**src/rtl/axi_sram_bridge.sv**
```systemverilog
// axi_sram_bridge: merges the CPU instruction-fetch and data SRAM-like ports
// onto a single AXI3 master. At most one inst read and one data access are in
// flight; read responses are steered back to their port by rid.
module axi_sram_bridge #(
    parameter logic [3:0] INST_ID = 4'd0,
    parameter logic [3:0] DATA_ID = 4'd1
) (
    input  logic        aclk,
    input  logic        aresetn,

    // instruction fetch port
    input  logic        inst_sram_req,
    input  logic        inst_sram_wr,
    input  logic [1:0]  inst_sram_size,
    input  logic [31:0] inst_sram_addr,
    input  logic [3:0]  inst_sram_wstrb,
    input  logic [31:0] inst_sram_wdata,
    output logic        inst_sram_addr_ok,
    output logic        inst_sram_data_ok,
    output logic [31:0] inst_sram_rdata,

    // data access port
    input  logic        data_sram_req,
    input  logic        data_sram_wr,
    input  logic [1:0]  data_sram_size,
    input  logic [31:0] data_sram_addr,
    input  logic [3:0]  data_sram_wstrb,
    input  logic [31:0] data_sram_wdata,
    output logic        data_sram_addr_ok,
    output logic        data_sram_data_ok,
    output logic [31:0] data_sram_rdata,

    // AR channel
    output logic [3:0]  arid,
    output logic [31:0] araddr,
    output logic [7:0]  arlen,
    output logic [2:0]  arsize,
    output logic [1:0]  arburst,
    output logic [1:0]  arlock,
    output logic [3:0]  arcache,
    output logic [2:0]  arprot,
    output logic        arvalid,
    input  logic        arready,

    // R channel
    input  logic [3:0]  rid,
    input  logic [31:0] rdata,
    input  logic [1:0]  rresp,
    input  logic        rlast,
    input  logic        rvalid,
    output logic        rready,

    // AW channel
    output logic [3:0]  awid,
    output logic [31:0] awaddr,
    output logic [7:0]  awlen,
    output logic [2:0]  awsize,
    output logic [1:0]  awburst,
    output logic [1:0]  awlock,
    output logic [3:0]  awcache,
    output logic [2:0]  awprot,
    output logic        awvalid,
    input  logic        awready,

    // W channel
    output logic [3:0]  wid,
    output logic [31:0] wdata,
    output logic [3:0]  wstrb,
    output logic        wlast,
    output logic        wvalid,
    input  logic        wready,

    // B channel
    input  logic [3:0]  bid,
    input  logic [1:0]  bresp,
    input  logic        bvalid,
    output logic        bready
);

    typedef enum logic {AR_IDLE, AR_BUSY} ar_state_e;
    typedef enum logic [1:0] {W_IDLE, W_SEND, W_RESP} w_state_e;

    ar_state_e   ar_state_q, ar_state_d;
    w_state_e    w_state_q,  w_state_d;

    logic        inst_pend_q, inst_pend_d;
    logic        data_pend_q, data_pend_d;

    logic [31:0] araddr_q, araddr_d;
    logic [3:0]  arid_q,   arid_d;
    logic [2:0]  arsize_q, arsize_d;

    logic [31:0] awaddr_q, awaddr_d;
    logic [2:0]  awsize_q, awsize_d;
    logic [31:0] wdata_q,  wdata_d;
    logic [3:0]  wstrb_q,  wstrb_d;
    logic        aw_done_q, aw_done_d;
    logic        w_done_q,  w_done_d;

    logic        ar_data_gnt, ar_inst_gnt, w_gnt;
    logic        r_inst_hit, r_data_hit, b_done;

    // Inputs with no function in this bridge (fetch is read-only, responses are not checked)
    logic        unused_inputs;
    assign unused_inputs = ^{inst_sram_wr, inst_sram_wstrb, inst_sram_wdata,
                             rresp, rlast, bid, bresp};

    // Grant and response decode; data reads win the AR slot over fetches
    always_comb begin
        ar_data_gnt = (ar_state_q == AR_IDLE) & data_sram_req & ~data_sram_wr & ~data_pend_q;
        ar_inst_gnt = (ar_state_q == AR_IDLE) & inst_sram_req & ~inst_pend_q & ~ar_data_gnt;
        w_gnt       = (w_state_q == W_IDLE) & data_sram_req & data_sram_wr & ~data_pend_q;
        r_inst_hit  = rvalid & (rid == INST_ID);
        r_data_hit  = rvalid & (rid == DATA_ID);
        b_done      = (w_state_q == W_RESP) & bvalid;
    end

    // AR FSM next state and request-field capture
    always_comb begin
        ar_state_d = ar_state_q;
        araddr_d   = araddr_q;
        arid_d     = arid_q;
        arsize_d   = arsize_q;
        unique case (ar_state_q)
            AR_IDLE: begin
                if (ar_data_gnt) begin
                    araddr_d   = data_sram_addr;
                    arid_d     = DATA_ID;
                    arsize_d   = {1'b0, data_sram_size};
                    ar_state_d = AR_BUSY;
                end else if (ar_inst_gnt) begin
                    araddr_d   = inst_sram_addr;
                    arid_d     = INST_ID;
                    arsize_d   = {1'b0, inst_sram_size};
                    ar_state_d = AR_BUSY;
                end
            end
            AR_BUSY: begin
                if (arready) begin
                    ar_state_d = AR_IDLE;
                end
            end
            default: ar_state_d = AR_IDLE;
        endcase
    end

    // W FSM next state; AW and W handshakes complete independently
    always_comb begin
        w_state_d = w_state_q;
        awaddr_d  = awaddr_q;
        awsize_d  = awsize_q;
        wdata_d   = wdata_q;
        wstrb_d   = wstrb_q;
        aw_done_d = aw_done_q;
        w_done_d  = w_done_q;
        unique case (w_state_q)
            W_IDLE: begin
                if (w_gnt) begin
                    awaddr_d  = data_sram_addr;
                    awsize_d  = {1'b0, data_sram_size};
                    wdata_d   = data_sram_wdata;
                    wstrb_d   = data_sram_wstrb;
                    aw_done_d = 1'b0;
                    w_done_d  = 1'b0;
                    w_state_d = W_SEND;
                end
            end
            W_SEND: begin
                if (awready) aw_done_d = 1'b1;
                if (wready)  w_done_d  = 1'b1;
                if ((aw_done_q | awready) & (w_done_q | wready)) begin
                    w_state_d = W_RESP;
                end
            end
            W_RESP: begin
                if (bvalid) begin
                    w_state_d = W_IDLE;
                end
            end
            default: w_state_d = W_IDLE;
        endcase
    end

    // Outstanding-request flags; a new grant cannot coincide with its own response
    always_comb begin
        inst_pend_d = inst_pend_q;
        data_pend_d = data_pend_q;
        if (r_inst_hit)              inst_pend_d = 1'b0;
        if (ar_inst_gnt)             inst_pend_d = 1'b1;
        if (r_data_hit | b_done)     data_pend_d = 1'b0;
        if (ar_data_gnt | w_gnt)     data_pend_d = 1'b1;
    end

    // State and field registers
    always_ff @(posedge aclk or negedge aresetn) begin
        if (!aresetn) begin
            ar_state_q  <= AR_IDLE;
            w_state_q   <= W_IDLE;
            inst_pend_q <= 1'b0;
            data_pend_q <= 1'b0;
            araddr_q    <= '0;
            arid_q      <= '0;
            arsize_q    <= '0;
            awaddr_q    <= '0;
            awsize_q    <= '0;
            wdata_q     <= '0;
            wstrb_q     <= '0;
            aw_done_q   <= 1'b0;
            w_done_q    <= 1'b0;
        end else begin
            ar_state_q  <= ar_state_d;
            w_state_q   <= w_state_d;
            inst_pend_q <= inst_pend_d;
            data_pend_q <= data_pend_d;
            araddr_q    <= araddr_d;
            arid_q      <= arid_d;
            arsize_q    <= arsize_d;
            awaddr_q    <= awaddr_d;
            awsize_q    <= awsize_d;
            wdata_q     <= wdata_d;
            wstrb_q     <= wstrb_d;
            aw_done_q   <= aw_done_d;
            w_done_q    <= w_done_d;
        end
    end

    assign inst_sram_addr_ok = ar_inst_gnt;
    assign inst_sram_data_ok = r_inst_hit;
    assign inst_sram_rdata   = rdata;
    assign data_sram_addr_ok = ar_data_gnt | w_gnt;
    assign data_sram_data_ok = r_data_hit | b_done;
    assign data_sram_rdata   = rdata;

    assign arid    = arid_q;
    assign araddr  = araddr_q;
    assign arsize  = arsize_q;
    assign arvalid = (ar_state_q == AR_BUSY);
    assign arlen   = '0;
    assign arburst = 2'b01;
    assign arlock  = '0;
    assign arcache = '0;
    assign arprot  = '0;

    // rready follows reset directly so it drops with no clock edge
    assign rready  = aresetn;

    assign awid    = DATA_ID;
    assign awaddr  = awaddr_q;
    assign awsize  = awsize_q;
    assign awvalid = (w_state_q == W_SEND) & ~aw_done_q;
    assign awlen   = '0;
    assign awburst = 2'b01;
    assign awlock  = '0;
    assign awcache = '0;
    assign awprot  = '0;

    assign wid     = DATA_ID;
    assign wdata   = wdata_q;
    assign wstrb   = wstrb_q;
    assign wlast   = 1'b1;
    assign wvalid  = (w_state_q == W_SEND) & ~w_done_q;

    assign bready  = (w_state_q == W_RESP);

endmodule

```
**config.mk**
```make
export PLATFORM = sky130hd
export DESIGN_NAME = axi_sram_bridge
export DESIGN_NICKNAME = d
export VERILOG_FILES = /design/src/rtl/axi_sram_bridge.sv
export SDC_FILE = /design/constraint.sdc
export NUM_CORES = 1
export LEC_CHECK = 0
export CORE_AREA = 2 2 164 166
export CTS_BUF_LIST = sky130_fd_sc_hd__clkbuf_8
export DETAILED_ROUTE_END_ITERATION = 12
export DIE_AREA = 0 0 166 168
export REMOVE_ABC_BUFFERS = 1
export SLEW_MARGIN = 40
export SYNTH_ARGS = -nofsm -noshare
export SYNTH_HDL_FRONTEND = slang
export SYNTH_SLANG_ARGS = --single-unit
```
**constraint.sdc**
```tcl
create_clock -name aclk -period 1.7 [get_ports aclk]
set_input_delay 0.51 -clock aclk [delete_from_list [all_inputs] [get_ports aclk]]
set_output_delay 0.51 -clock aclk [all_outputs]
set_load 0.005 [all_outputs]
```
==> flow_summary.json <==
{
  "dp_cells": 993,
  "netSwitchingFraction_pct": 32.0,
  "antenna_found_initial": 0,
  "skew_ps": 21.9,
  "synth_xor_area_share_pct": 0,
  "fmax_ghz": 0.501,
  "setup_viol": 113,
  "path_cells": "or3b_4 -> a21oi_2 -> buf_2",
  "std_cell_rows": 60,
  "worst-path-stages": 3,
  "critPathKind": "reg -> out",
  "yosysTopAreaCell": "dfrtp_1",
  "die_w_um": 166,
  "required_ps": 1190,
  "grt_use_met2_pct": 22.0,
  "critPathSlowestCell": "dfrtp_1",
  "reg2reg_to": "awaddr[31]",
  "cts.clk_slew.worst_paths_ps": 130,
  "area.sequential_um2": 2800,
  "final_util_pct": 33.8,
  "critPathArrivalTime_ps": 1490,
  "slew_violations": 0,
  "instances_no_fill": 1064,
  "combPwrFrac_pct": 51.2,
  "rrSetupSlack_ps": -210,
  "fillers": 2658,
  "clkPwrFrac_pct": 12.2,
  "start_util_pct": 21.8,
  "syn-cell-area_um2": 5730,
  "synth-seq-cells": 112,
  "tightest_slew_ps": 641,
  "yosysSeqAreaShare_pct": 48.9,
  "hold_path_class": "in -> async",
  "multi_input_area_um2": 2390,
  "num_io_pins": 426,
  "clk_path_buf_depth": 2,
  "use_met1_pct": 18.4,
  "dr.pass1.iters": 6,
  "grt_max_degree": 113,
  "crit_family": "flip-flops",
  "status": "finished, violations left",
  "cts-buffers-inserted": 9,
  "fin_crit_ps": 2000,
  "cts_tree": "built",
  "clock-root-buffer": "clkbuf_8",
  "avgSynthCellArea_um2": 11.6,
  "synth_top_family_by_area": "buffers and inverters",
  "max_stage_delay_ps": 420,
  "grt-busiest-layer": "met2",
  "pwr-share-seq_pct": 36.7,
  "critPathMaxFanout": 2,
  "worst-path-buf-inv": 1,
  "p_int_mw": 8.78,
  "grt-ovfl-total": 0,
  "insertion_delay_ps": 390,
  "start_kind": "flip-flop",
  "reg2reg_depth": 4,
  "synth_top_area_share_pct": 48.9,
  "ir_drop_mv": 0.778,
  "synth_cells": 493,
  "grt_use_met3_pct": 9.40,
  "setup_slack_ps": -296,
  "drtAntennaViolNets": 0,
  "grt.total_usage_pct": 15.1,
  "pwr_density_cell_nw_per_um2": 1450,
  "hpwl_mm": 13.7,
  "r2r-start": "w_state_q[0]",
  "wire_per_inst_um": 20.1,
  "maxCapViolations": 0,
  "routed_wl_mm": 21.4,
  "dieArea_um2": 27900,
  "grt_pass1_vias": 4582,
  "grt_pass1_wl_mm": 30.8,
  "vias": 4356,
  "synth_area_leaders": "dfrtp_1 49%, mux2_4 18%, buf_4 15%",
  "yosys_warnings": 0,
  "cts_hold_buf": 0,
  "nets": 915,
  "synth_fa_ha_area_share_pct": 0,
  "violations": "setup timing",
  "finalCritPeriodShare_pct": 117,
  "h-tree-depth": 3,
  "synthSimpleGateAreaFrac_pct": 8.88,
  "syn_to_final_growth_pct": 55.1,
  "total_power_mw": 12.9,
  "synth_mux_area_share_pct": 18.1,
  "fin_setup_tns_ps": -15200,
  "drc": 0,
  "synth_compound_area_share_pct": 4.82,
  "clkSinkCount": 112,
  "rsz0062_at_grt": "yes",
  "ys_types": 30,
  "diodes": 0,
  "p_sw_mw": 4.14,
  "avgViaCountPerCell": 4.09,
  "core_um2": 26400,
  "die_y_um": 168,
  "portBuffers": 231,
  "slew_headroom_pct": 57.3,
  "drt_iter0_markers": 194,
  "hold_viol": 0,
  "routabilityCongestion": 0.708,
  "leakage_nw": 4.28,
  "drive_gt1_share_pct": 31.7,
  "endpoint_kind": "output port"
}
[worst reg2reg max path, cell delays in order, from the launching register on]
cell and delay [ps]:
dfrtp_1 420, or3b_4 390, or2_4 360, bufbuf_16 340, mux2_4 300
[cells in the mapped netlist]
library cell and number:
buf_2 7, or3b_1 1, o21bai_1 1, and2b_1 1
nand3_1 1, a21oi_1 1, a22o_1 3, nor2b_1 2
buf_12 6, o22ai_1 1, dfrtp_1 112, nand2b_1 3
or4b_2 1, inv_1 3, clkbuf_1 8, nor2_1 38
or2_2 1, o21ai_0 2, mux2_2 3, buf_4 117
a31oi_1 34, nor3b_1 1, conb_1 2, or3b_2 1
or2_1 1, o22a_1 1, nor4b_1 1, buf_6 2
mux2_4 67, nand2_1 71
[stage by stage]
stage          cell area (µm²)  hold WS [ps]  setup slack (ps)
2_1_floorplan             4830           214             -2010
3_3_place_gp              7780           460              -897
3_5_place_dp              7780           472              -927
4_1_cts                   8670           201              -317
5_1_grt                   8890           226              -365
6_report                  8890           198              -296
[final cells by class]
cell class / instances / area share, %
repair buffers: 305 / 34.7
clock buffers: 9 / 1.39
flip-flops and latches: 112 / 31.5
well taps: 341 / 4.80
inverters: 3 / 0.127
multi-input cells: 288 / 26.8
clock inverters: 6 / 0.591
[power by group through the flow]
| stage | sequential [mW] | clock [mW] | combinational (mW) |
|---|---|---|---|
| CTS | 4.75 | 1.68 | 6.53 |
| global placement | 4.83 | 0 | 6.14 |
| detailed placement | 4.85 | 0 | 6.21 |
| floorplan | 4.87 | 0 | 2.41 |
| global route | 4.93 | 1.76 | 7.12 |
| finish | 4.74 | 1.57 | 6.61 |
[placed cells by master, fill, tap and decap left out, drive strengths merged]
master,n
a21oi,1
o22ai,1
clkinvlp,1
buf,85
and2b,1
clkdlybuf4s50,110
dfrtp,112
a31oi,34
clkbuf,9
bufbuf,2
inv,5
o22a,1
nand2b,3
mux2,70
nor2,38
nor3b,1
dlygate4sd2,108
a22o,3
o21bai,1
conb,52
clkinv,3
or4b,1
nand2,71
nor4b,1
or3b,2
nor2b,2
o21ai,2
nand3,1
or2,2
[registers in the layout, indices dropped and copies added, names as in the netlist, 2 cells and up]
signal and flops:
wstrb 4, awsize 2, arsize 2, w_state_q 2
wdata 32, araddr 32, awaddr 32
[per-layer routing]
layer | share of wire, % | wire, µm | up-vias
met5 | 0.81 | 173 | -
met4 | 1.0 | 215 | 4
met3 | 13 | 2820 | 15
met2 | 42 | 8910 | 316
met1 | 43 | 9260 | 2095
li1 | - | - | 1926
[how the worst max path moves through the flow]
stage / start / to
after floorplan: data_sram_wr / awaddr[6]
after global placement: data_sram_wr / data_sram_addr_ok
after detailed placement: data_sram_wr / data_sram_addr_ok
after CTS: w_state_q[1] / data_sram_addr_ok
after global routing: w_state_q[1] / data_sram_addr_ok
final: w_state_q[0] / data_sram_addr_ok
[repair_timing]
item | 4_1_cts | 5_1_grt
setup buffers | 40 | 5
pin swaps | 9 | 7
cloned | 12 | 0
endpoints found under the setup margin | 193 | 114
resized for setup | 220 | 51
[cells by family (layout without fill, tap and decap cells)]
kind of cell           after synthesis  in the layout
multiplexers                        70             70
AND/OR/NAND/NOR                    123            123
flip-flops                         112            112
other                                2             52
buffers and inverters              143            323
AO/OA/AOI/OAI                       43             43
(Power assumes the default switching activity.)
